## src/rtl/counter_bus_reader_if.sv

```systemverilog
`default_nettype none
// ============================================================================
//  Module   : counter_bus_reader_if
//  Brief    : Bus between the reader, the recycling counter and the
//             downstream consumer: counter control/data plus a valid/ready
//             snapshot channel.
//  Revision : 1.0 - initial release
// ============================================================================
interface counter_bus_reader_if #(
  parameter int WRAP_W = 16
);
  logic [15:0]         Q;
  logic                REL;
  logic                n_CEN;
  logic                n_OE;
  logic [WRAP_W+15:0]  data_out;
  logic                valid;
  logic                ready;

  // Reader side: controls the counter and produces snapshots
  modport master (
    input  Q, REL, ready,
    output n_CEN, n_OE, data_out, valid
  );

  // Counter/consumer side
  modport slave (
    output Q, REL, ready,
    input  n_CEN, n_OE, data_out, valid
  );
endinterface
`default_nettype wire

```

## src/rtl/counter_bus_reader.sv

```systemverilog
`default_nettype none
// ============================================================================
//  Module   : counter_bus_reader
//  Brief    : Controls a 16-bit recycling counter (count/output enables),
//             counts its recycles from REL rising edges, and on request
//             freezes it, samples Q and hands {wraps, Q} downstream over a
//             valid/ready handshake.
//  Revision : 1.0 - initial release
// ============================================================================
module counter_bus_reader #(
  parameter logic [15:0] N      = 16'h000F,
  parameter int          SETTLE = 1,
  parameter int          WRAP_W = 16
) (
  input  wire logic            CLK,
  input  wire logic            n_RESET,
  input  wire logic            run,
  input  wire logic            snap_req,
  input  wire logic            clr,
  output logic                 busy,
  output logic                 ovf,
  counter_bus_reader_if.master bus
);

  // A counter with N = 0 keeps REL high forever, so recycles are invisible;
  // the settle counter is 3 bits wide.
  if (N == 16'h0000 || SETTLE < 1 || SETTLE > 7) begin : g_param_check
    $error("counter_bus_reader: N must be nonzero and SETTLE in 1..7");
  end

  localparam logic [2:0] c_SETTLE_LAST = 3'(SETTLE - 1);

  typedef enum logic [2:0] {
    S_IDLE   = 3'd0,
    S_COUNT  = 3'd1,
    S_FREEZE = 3'd2,
    S_SETTLE = 3'd3,
    S_HOLD   = 3'd4
  } state_t;

  state_t              r_state;
  state_t              w_state_next;
  logic [2:0]          r_settle_cnt;
  logic                r_rel_q;
  logic [WRAP_W-1:0]   r_wraps;
  logic                r_ovf;
  logic [WRAP_W+15:0]  r_data;

  logic                w_rel_rise;
  logic                w_settle_last;
  logic [WRAP_W-1:0]   w_wraps_next;
  logic                w_n_cen;
  logic                w_n_oe;
  logic                w_valid;
  logic                w_busy;

  assign w_rel_rise    = bus.REL & ~r_rel_q;
  assign w_settle_last = (r_state == S_SETTLE) && (r_settle_cnt == c_SETTLE_LAST);

  // Next recycle count: clear dominates a coincident recycle edge
  always_comb begin
    w_wraps_next = r_wraps;
    if (clr) begin
      w_wraps_next = '0;
    end else if (w_rel_rise) begin
      w_wraps_next = r_wraps + 1'b1;
    end
  end

  // REL edge detector, recycle counter and sticky overflow; runs in every state
  // because the counter still recycles at N while frozen. rel_q resets high so
  // the REL that follows a counter reset is not counted.
  always_ff @(posedge CLK or negedge n_RESET) begin
    if (!n_RESET) begin
      r_rel_q <= 1'b1;
      r_wraps <= '0;
      r_ovf   <= 1'b0;
    end else begin
      r_rel_q <= bus.REL;
      r_wraps <= w_wraps_next;
      if (clr) begin
        r_ovf <= 1'b0;
      end else if (w_rel_rise && (&r_wraps)) begin
        r_ovf <= 1'b1;
      end
    end
  end

  // State register
  always_ff @(posedge CLK or negedge n_RESET) begin
    if (!n_RESET) begin
      r_state <= S_IDLE;
    end else begin
      r_state <= w_state_next;
    end
  end

  // Bus turn-on timer: counts cycles spent with n_OE low before sampling
  always_ff @(posedge CLK or negedge n_RESET) begin
    if (!n_RESET) begin
      r_settle_cnt <= '0;
    end else if (r_state == S_SETTLE) begin
      r_settle_cnt <= r_settle_cnt + 3'd1;
    end else begin
      r_settle_cnt <= '0;
    end
  end

  // Snapshot register; the recycle field includes a REL edge seen this cycle
  always_ff @(posedge CLK or negedge n_RESET) begin
    if (!n_RESET) begin
      r_data <= '0;
    end else if (w_settle_last) begin
      r_data <= {w_wraps_next, bus.Q};
    end
  end

  // Next state and Moore outputs. FREEZE sits between COUNT and SETTLE so
  // n_OE never falls before the counter has seen n_CEN high for an edge.
  always_comb begin
    w_state_next = r_state;
    w_n_cen      = 1'b1;
    w_n_oe       = 1'b1;
    w_valid      = 1'b0;
    w_busy       = 1'b0;
    case (r_state)
      S_IDLE: begin
        if (snap_req) begin
          w_state_next = S_FREEZE;
        end else if (run) begin
          w_state_next = S_COUNT;
        end
      end
      S_COUNT: begin
        w_n_cen = 1'b0;
        if (snap_req) begin
          w_state_next = S_FREEZE;
        end else if (!run) begin
          w_state_next = S_IDLE;
        end
      end
      S_FREEZE: begin
        w_busy       = 1'b1;
        w_state_next = S_SETTLE;
      end
      S_SETTLE: begin
        w_busy = 1'b1;
        w_n_oe = 1'b0;
        if (w_settle_last) begin
          w_state_next = S_HOLD;
        end
      end
      S_HOLD: begin
        w_busy  = 1'b1;
        w_n_oe  = 1'b0;
        w_valid = 1'b1;
        if (bus.ready) begin
          w_state_next = run ? S_COUNT : S_IDLE;
        end
      end
      default: begin
        w_state_next = S_IDLE;
      end
    endcase
  end

  assign bus.n_CEN    = w_n_cen;
  assign bus.n_OE     = w_n_oe;
  assign bus.valid    = w_valid;
  assign bus.data_out = r_data;
  assign busy         = w_busy;
  assign ovf          = r_ovf;

endmodule
`default_nettype wire

```

## src/flat_wrapper.sv

```systemverilog
// flat-port wrapper written by rule: the top's interface ports become plain ports
module counter_bus_reader_flat 
#(
  parameter logic [15:0] N      = 16'h000F,
  parameter int          SETTLE = 1,
  parameter int          WRAP_W = 16
)
  (CLK, n_RESET, run, snap_req, clr, busy, ovf, bus_Q, bus_REL, bus_ready, bus_n_CEN, bus_n_OE, bus_data_out, bus_valid);
  counter_bus_reader_if #(.WRAP_W(WRAP_W)) bus_i ();
  input  wire logic CLK;
  input  wire logic n_RESET;
  input  wire logic run;
  input  wire logic snap_req;
  input  wire logic clr;
  output logic busy;
  output logic ovf;
  input wire logic [$bits(bus_i.Q)-1:0] bus_Q;
  input wire logic [$bits(bus_i.REL)-1:0] bus_REL;
  input wire logic [$bits(bus_i.ready)-1:0] bus_ready;
  output wire logic [$bits(bus_i.n_CEN)-1:0] bus_n_CEN;
  output wire logic [$bits(bus_i.n_OE)-1:0] bus_n_OE;
  output wire logic [$bits(bus_i.data_out)-1:0] bus_data_out;
  output wire logic [$bits(bus_i.valid)-1:0] bus_valid;
  assign bus_i.Q = bus_Q;
  assign bus_i.REL = bus_REL;
  assign bus_i.ready = bus_ready;
  assign bus_n_CEN = bus_i.n_CEN;
  assign bus_n_OE = bus_i.n_OE;
  assign bus_data_out = bus_i.data_out;
  assign bus_valid = bus_i.valid;
  counter_bus_reader #(.N(N), .SETTLE(SETTLE), .WRAP_W(WRAP_W)) u_core (.CLK(CLK), .n_RESET(n_RESET), .run(run), .snap_req(snap_req), .clr(clr), .busy(busy), .ovf(ovf), .bus(bus_i));
endmodule
```

## config.mk

```make
export PLATFORM = sky130hd
export DESIGN_NAME = counter_bus_reader_flat
export DESIGN_NICKNAME = d
export VERILOG_FILES = /design/src/rtl/counter_bus_reader_if.sv /design/src/rtl/counter_bus_reader.sv /design/src/flat_wrapper.sv
export SDC_FILE = /design/constraint.sdc
export NUM_CORES = 1
export LEC_CHECK = 0
export CAP_MARGIN = 20
export CORE_UTILIZATION = 25
export CTS_CLUSTER_DIAMETER = 80
export DETAILED_ROUTE_END_ITERATION = 8
export PLACE_DENSITY = 0.44
export SLEW_MARGIN = 20
export SYNTH_ARGS = -nofsm -noshare
export SYNTH_HDL_FRONTEND = slang
export SYNTH_SLANG_ARGS = --single-unit
```

## constraint.sdc

```tcl
create_clock -name CLK -period 3.5 [get_ports CLK]
set_input_delay 0.525 -clock CLK [delete_from_list [all_inputs] [get_ports CLK]]
set_output_delay 0.525 -clock CLK [all_outputs]
set_load 0.01 [all_outputs]
```

Word level (Yosys, flattened, before mapping):

Index checks and enable logic that the tools add are counted.

* input port bits: 23
* register bits after elaboration: 56
* output and inout port bits: 37

* multiplexer cells: 17
* add/subtract/negate cells: 2
* reductions and logical operators: 9
* bitwise operators: 2
* equality and inequality tests: 8

Operators with widths (count)
* $mux 16: 2
* $mux 3: 7
* $add 16x1->16 const B: 1
* $reduce_and 16->1: 1
* $pmux 3 s5: 1
* $mux 1: 7
* $eq 3x2->1 const B: 2
* $logic_not 3->1: 2
* $ne 3x3->1 const B: 2
* $reduce_and 4->1: 1
* $add 3x1->3 const B: 1
* $eq 3x1->1 const B: 1
* $eq 3x3->1 const B: 1
* $reduce_or 3->1: 1
* $logic_and 1x1->1: 2
* $ne 2x1->1 const B: 1
* $ne 2x2->1 const B: 1
* $reduce_bool 2->1: 1
* $reduce_or 2->1: 1
* $and 1x1->1: 1
* $not 1->1: 1

Logic depth before layout (Yosys ltp):

* depth after elaboration: 5
* gate-level depth with buffers: 8
* mapped depth without buffers: 7

Worst setup path before layout:

Ideal clock, no wire load.

* kind: reg-to-reg
* from: register u_core.r_settle_cnt[0]
* to: register u_core.r_data[18], in the netlist u_core.bus.data_out[18]
* path slack: 1862 ps
* clock period less this slack: 1638 ps
* arrival time: 1513 ps
* data required time: 3375 ps
* stages on the path, launching flop included: 8
* cell sequence: dfrtp_1 -> inv_1 -> ha_1 -> nand2b_1 -> or3_1 -> buf_6 -> buf_6 -> mux2_4

* word-level cells in the longest chain between the ends: 2

RTL lines
* start, declared: line counter_bus_reader.sv:43 `logic [2:0] r_settle_cnt;`
* start signal, assigned: line counter_bus_reader.sv:103 `r_settle_cnt <= r_settle_cnt + 3'd1;`
* $logic_not 3->1: line counter_bus_reader.sv:58 `assign w_settle_last = (r_state == S_SETTLE) && (r_settle_cnt == c_SETTLE_LAST);`
* $logic_and 1x1->1: line counter_bus_reader.sv:58
* end signal, assigned: line counter_bus_reader.sv:114 `r_data <= {w_wraps_next, bus.Q};`
* end, declared: line counter_bus_reader.sv:47 `logic [WRAP_W+15:0] r_data;`

Every way passes these cells.
A chain may end at the register's enable or synchronous reset.

Worst setup path in the final report:

* from: register u_core.r_state[1]
* to: output bus_n_OE

* word-level cells in the longest chain between the ends: 3

RTL lines
* start, declared: line counter_bus_reader.sv:41 `state_t r_state;`
* start signal, assigned: line counter_bus_reader.sv:94 `r_state <= w_state_next;`
* $eq 3x3->1 / $eq 3x2->1 (equally long branches): line counter_bus_reader.sv:126 `case (r_state)`
* $reduce_or 2->1 (no source line) (*)
* $mux 1 (*): line counter_bus_reader.sv:126
* end, declared: line flat_wrapper.sv:21 `output wire logic [$bits(bus_i.n_OE)-1:0] bus_n_OE;`

Mark *: on every way between the ends. The rest lies on a longest branch, timed or not.

==> reports/qor.yml <==
sta:
  finClkSkew_ns: 0.009308
  setup_violations: 0
  tns_ns: 0
  max_freq_mhz: 444.9
  min_period_ns: 2.248
  hold_violations: 0
  fin_crit_sh_pct: 64.22
  rsz0062_at_grt: "no"
  tightest_slew_ns: 0.8805
  finalMaxSlewViolations: 0
  slew_headroom_pct: 41.30
run:
  max_cap_violations: 0
synth:
  syn_nets: 227
  synth_top_cell_by_area: "dfrtp_1"
  async_flop_share_pct: 100.0
  syn_area_um2: 2404
  synth_edf_count: 0
  ys_types: 35
  post_synth.cell_area_avg_um2: 11.96
  synth_top_area_share_pct: 57.26
  synth-seq-cells: 56
  ys_top_cells_by_area: "dfrtp_1 (57%), mux2_2 (8.9%), nor2_1 (4.4%)"
  syn_inst: 201
  synth_top_flop_cell: "dfrtp_1"
  yosys_warnings: 0
  ys_seq_area_share_pct: 58.36
cells_and_area:
  layout_commonest_cell: "clkdlybuf4s50_1"
  finalInstanceArea_um2: 3198
  final_cell_mix: "clkdlybuf4s50_1 (58), dfrtp_1 (55), nor2_1 (28)"
  area_growth_pct: 33.06
  nets: 289
  n_antenna_cell: 0
  layout-drive-gt1-share_pct: 16.35
pwr:
  p_leak_nw: 1.362
  power_density_nw_per_um2: 597.2
  ir_drop_mv: 0.2637
worst_setup_path:
  cp_cell_sequence: "inv_1 -> nor2_1 -> a21oi_1 -> clkdlybuf4s50_1"
  crit_cells: 4
  crit_type: "reg2out"
  cp_max_fo: 6
  cp-start-kind: "flop"
  worst-path-buf-inv: 2
  cp.required_ns: 2.97
  cp-end-kind: "output port"
  cp-startpoint: "u_core.r_state[1]$_DFFE_PN0P_"
  r2r_start: "u_core.r_settle_cnt[0]$_DFF_PN0_"
  slowest_delay_ns: 0.49
  crit_family: "buffers and inverters"
  reg2regPathDepth: 7
  cp.arrival_ns: 1.72
  cp_slowest_cell: "clkdlybuf4s50_1"
clock_network:
  root_buffer: "clkbuf_8"
  cts.htree.levels: 2
  cts_tree: "built"
  postCtsSetupRepairBufs: 0
  path_clk_slew_ns: 0.10
  cts_buffers: 5
  cts_resized: 0
  clock_latency_ns: 0.31
  cts-hold-fix-buffers: 0
  cts_num_sinks: 56
  clk_path_buf_depth: 2
placement:
  gp_congestion: 0.7345
  place_area_um2: 3120
  io_buffers: 59
  place_hpwl_mm: 3.303
routing:
  wire_per_inst_um: 12.31
  ant_nets: 0
  vias: 1629
  viasPerCell: 4.156
  routed_wl_mm: 4.824
  drc: 0
  drt_iter0_markers: 35
  drtPass1Iterations: 4
floorplanning:
  start_util_pct: 25.89
  num_io_pins: 60
  dieArea_um2: 10010
  die_width_um: 100.1
  fp.dieH_um: 100.1
  fp-row-count: 35
  coreArea_um2: 9284
global_route:
  grt_max_degree: 41
  grt_overflow_total: 0
  grt_pass1_wl_mm: 8.024
  grt_antenna_before_repair: 0
  track_usage_pct: 10.25
  grt_pass1_vias: 1662
hold_path:
  hp-class: "in2async"
status:
  status: "completed"
[sequential cells by signal, indices dropped and copies added, names as in the netlist]
register             cells
u_core.ovf               1
u_core.bus.data_out     32
u_core.r_state           3
u_core.r_settle_cnt      3
u_core.r_rel_q           1
u_core.r_wraps          16
[area by class of cell]
cell class / instances / area, µm²
timing repair buffer: 63 / 615.6
multi-input combinational: 133 / 925.9
fill: 994 / 6086
inverter: 4 / 15.01
sequential: 56 / 1403
tap: 129 / 161.4
clock buffer: 6 / 72.57
clock inverter: 1 / 5.005
[kinds of logic after synthesis]
group / Yosys count / share of synthesized area (%)
AO/OA/AOI/OAI: 21 / 6.143
XOR/XNOR: 16 / 5.831
adder cells (fa/ha/maj): 3 / 1.562
buffers and inverters: 12 / 3.123
flip-flops: 56 / 58.36
multiplexers: 21 / 9.943
AND/OR/NAND/NOR: 72 / 15.05
[path summary, 6_finish.rpt]
| path | endpoint | slack (ns) |
|---|---|---|
| worst max-delay path | bus_n_OE | 1.25 |
| worst max register to register | u_core.bus.data_out[27]$_DFFE_PN0P_ | 1.68 |
| min in group CLK | u_core.r_settle_cnt[0]$_DFF_PN0_ | 0.47 |
| worst min-delay path | u_core.bus.data_out[19]$_DFFE_PN0P_ | 0.33 |
| worst min register to register | u_core.r_settle_cnt[0]$_DFF_PN0_ | 0.47 |
| max in group asynchronous | u_core.bus.data_out[15]$_DFFE_PN0P_ | 2.40 |
[per-layer routing]
layer	GRT usage, %	part of all wire, %	vias to the layer above
met2	15.54	43	35
li1	-	-	804
met5	0	0	-
met3	2.507	4.1	5
met1	13.98	51	785
met4	4.348	1.8	0
[through the flow]
stage / setup slack, ns / power (mW) / std cells / util (%) / hold WS [ns]
floorplan: 1.862 / 1.266 / 201 / - / 0.2294
global placement: 1.256 / 1.599 / 385 / 33.61 / 0.4569
detailed placement: 1.230 / 1.600 / 385 / 33.61 / 0.4565
CTS: 1.241 / 1.949 / 392 / 34.45 / 0.3710
global route: 1.094 / 2.041 / 392 / 34.45 / 0.4007
finish: 1.252 / 1.910 / 392 / 34.45 / 0.3274
[report_power, final]
| group | leakage [nW] | switching [mW] | internal (mW) |
|---|---|---|---|
| Combinational | 0.586 | 0.299 | 0.407 |
| Clock | 0.0410 | 0.205 | 0.137 |
| Sequential | 0.735 | 0.0848 | 0.778 |
[Yosys cell counts (all sizes together) (2+ instances only)]
master,instances
nand4,4
mux2,20
nand2,19
inv,4
clkbuf,2
ha,3
nand3,6
xor2,7
a21oi,3
dfrtp,55
o31ai,4
xnor2,9
and3,3
nor4,2
o21ai,12
buf,6
nor3,2
nor2,28
nand3b,2
No activity file was read; power rests on OpenSTA's default activity.
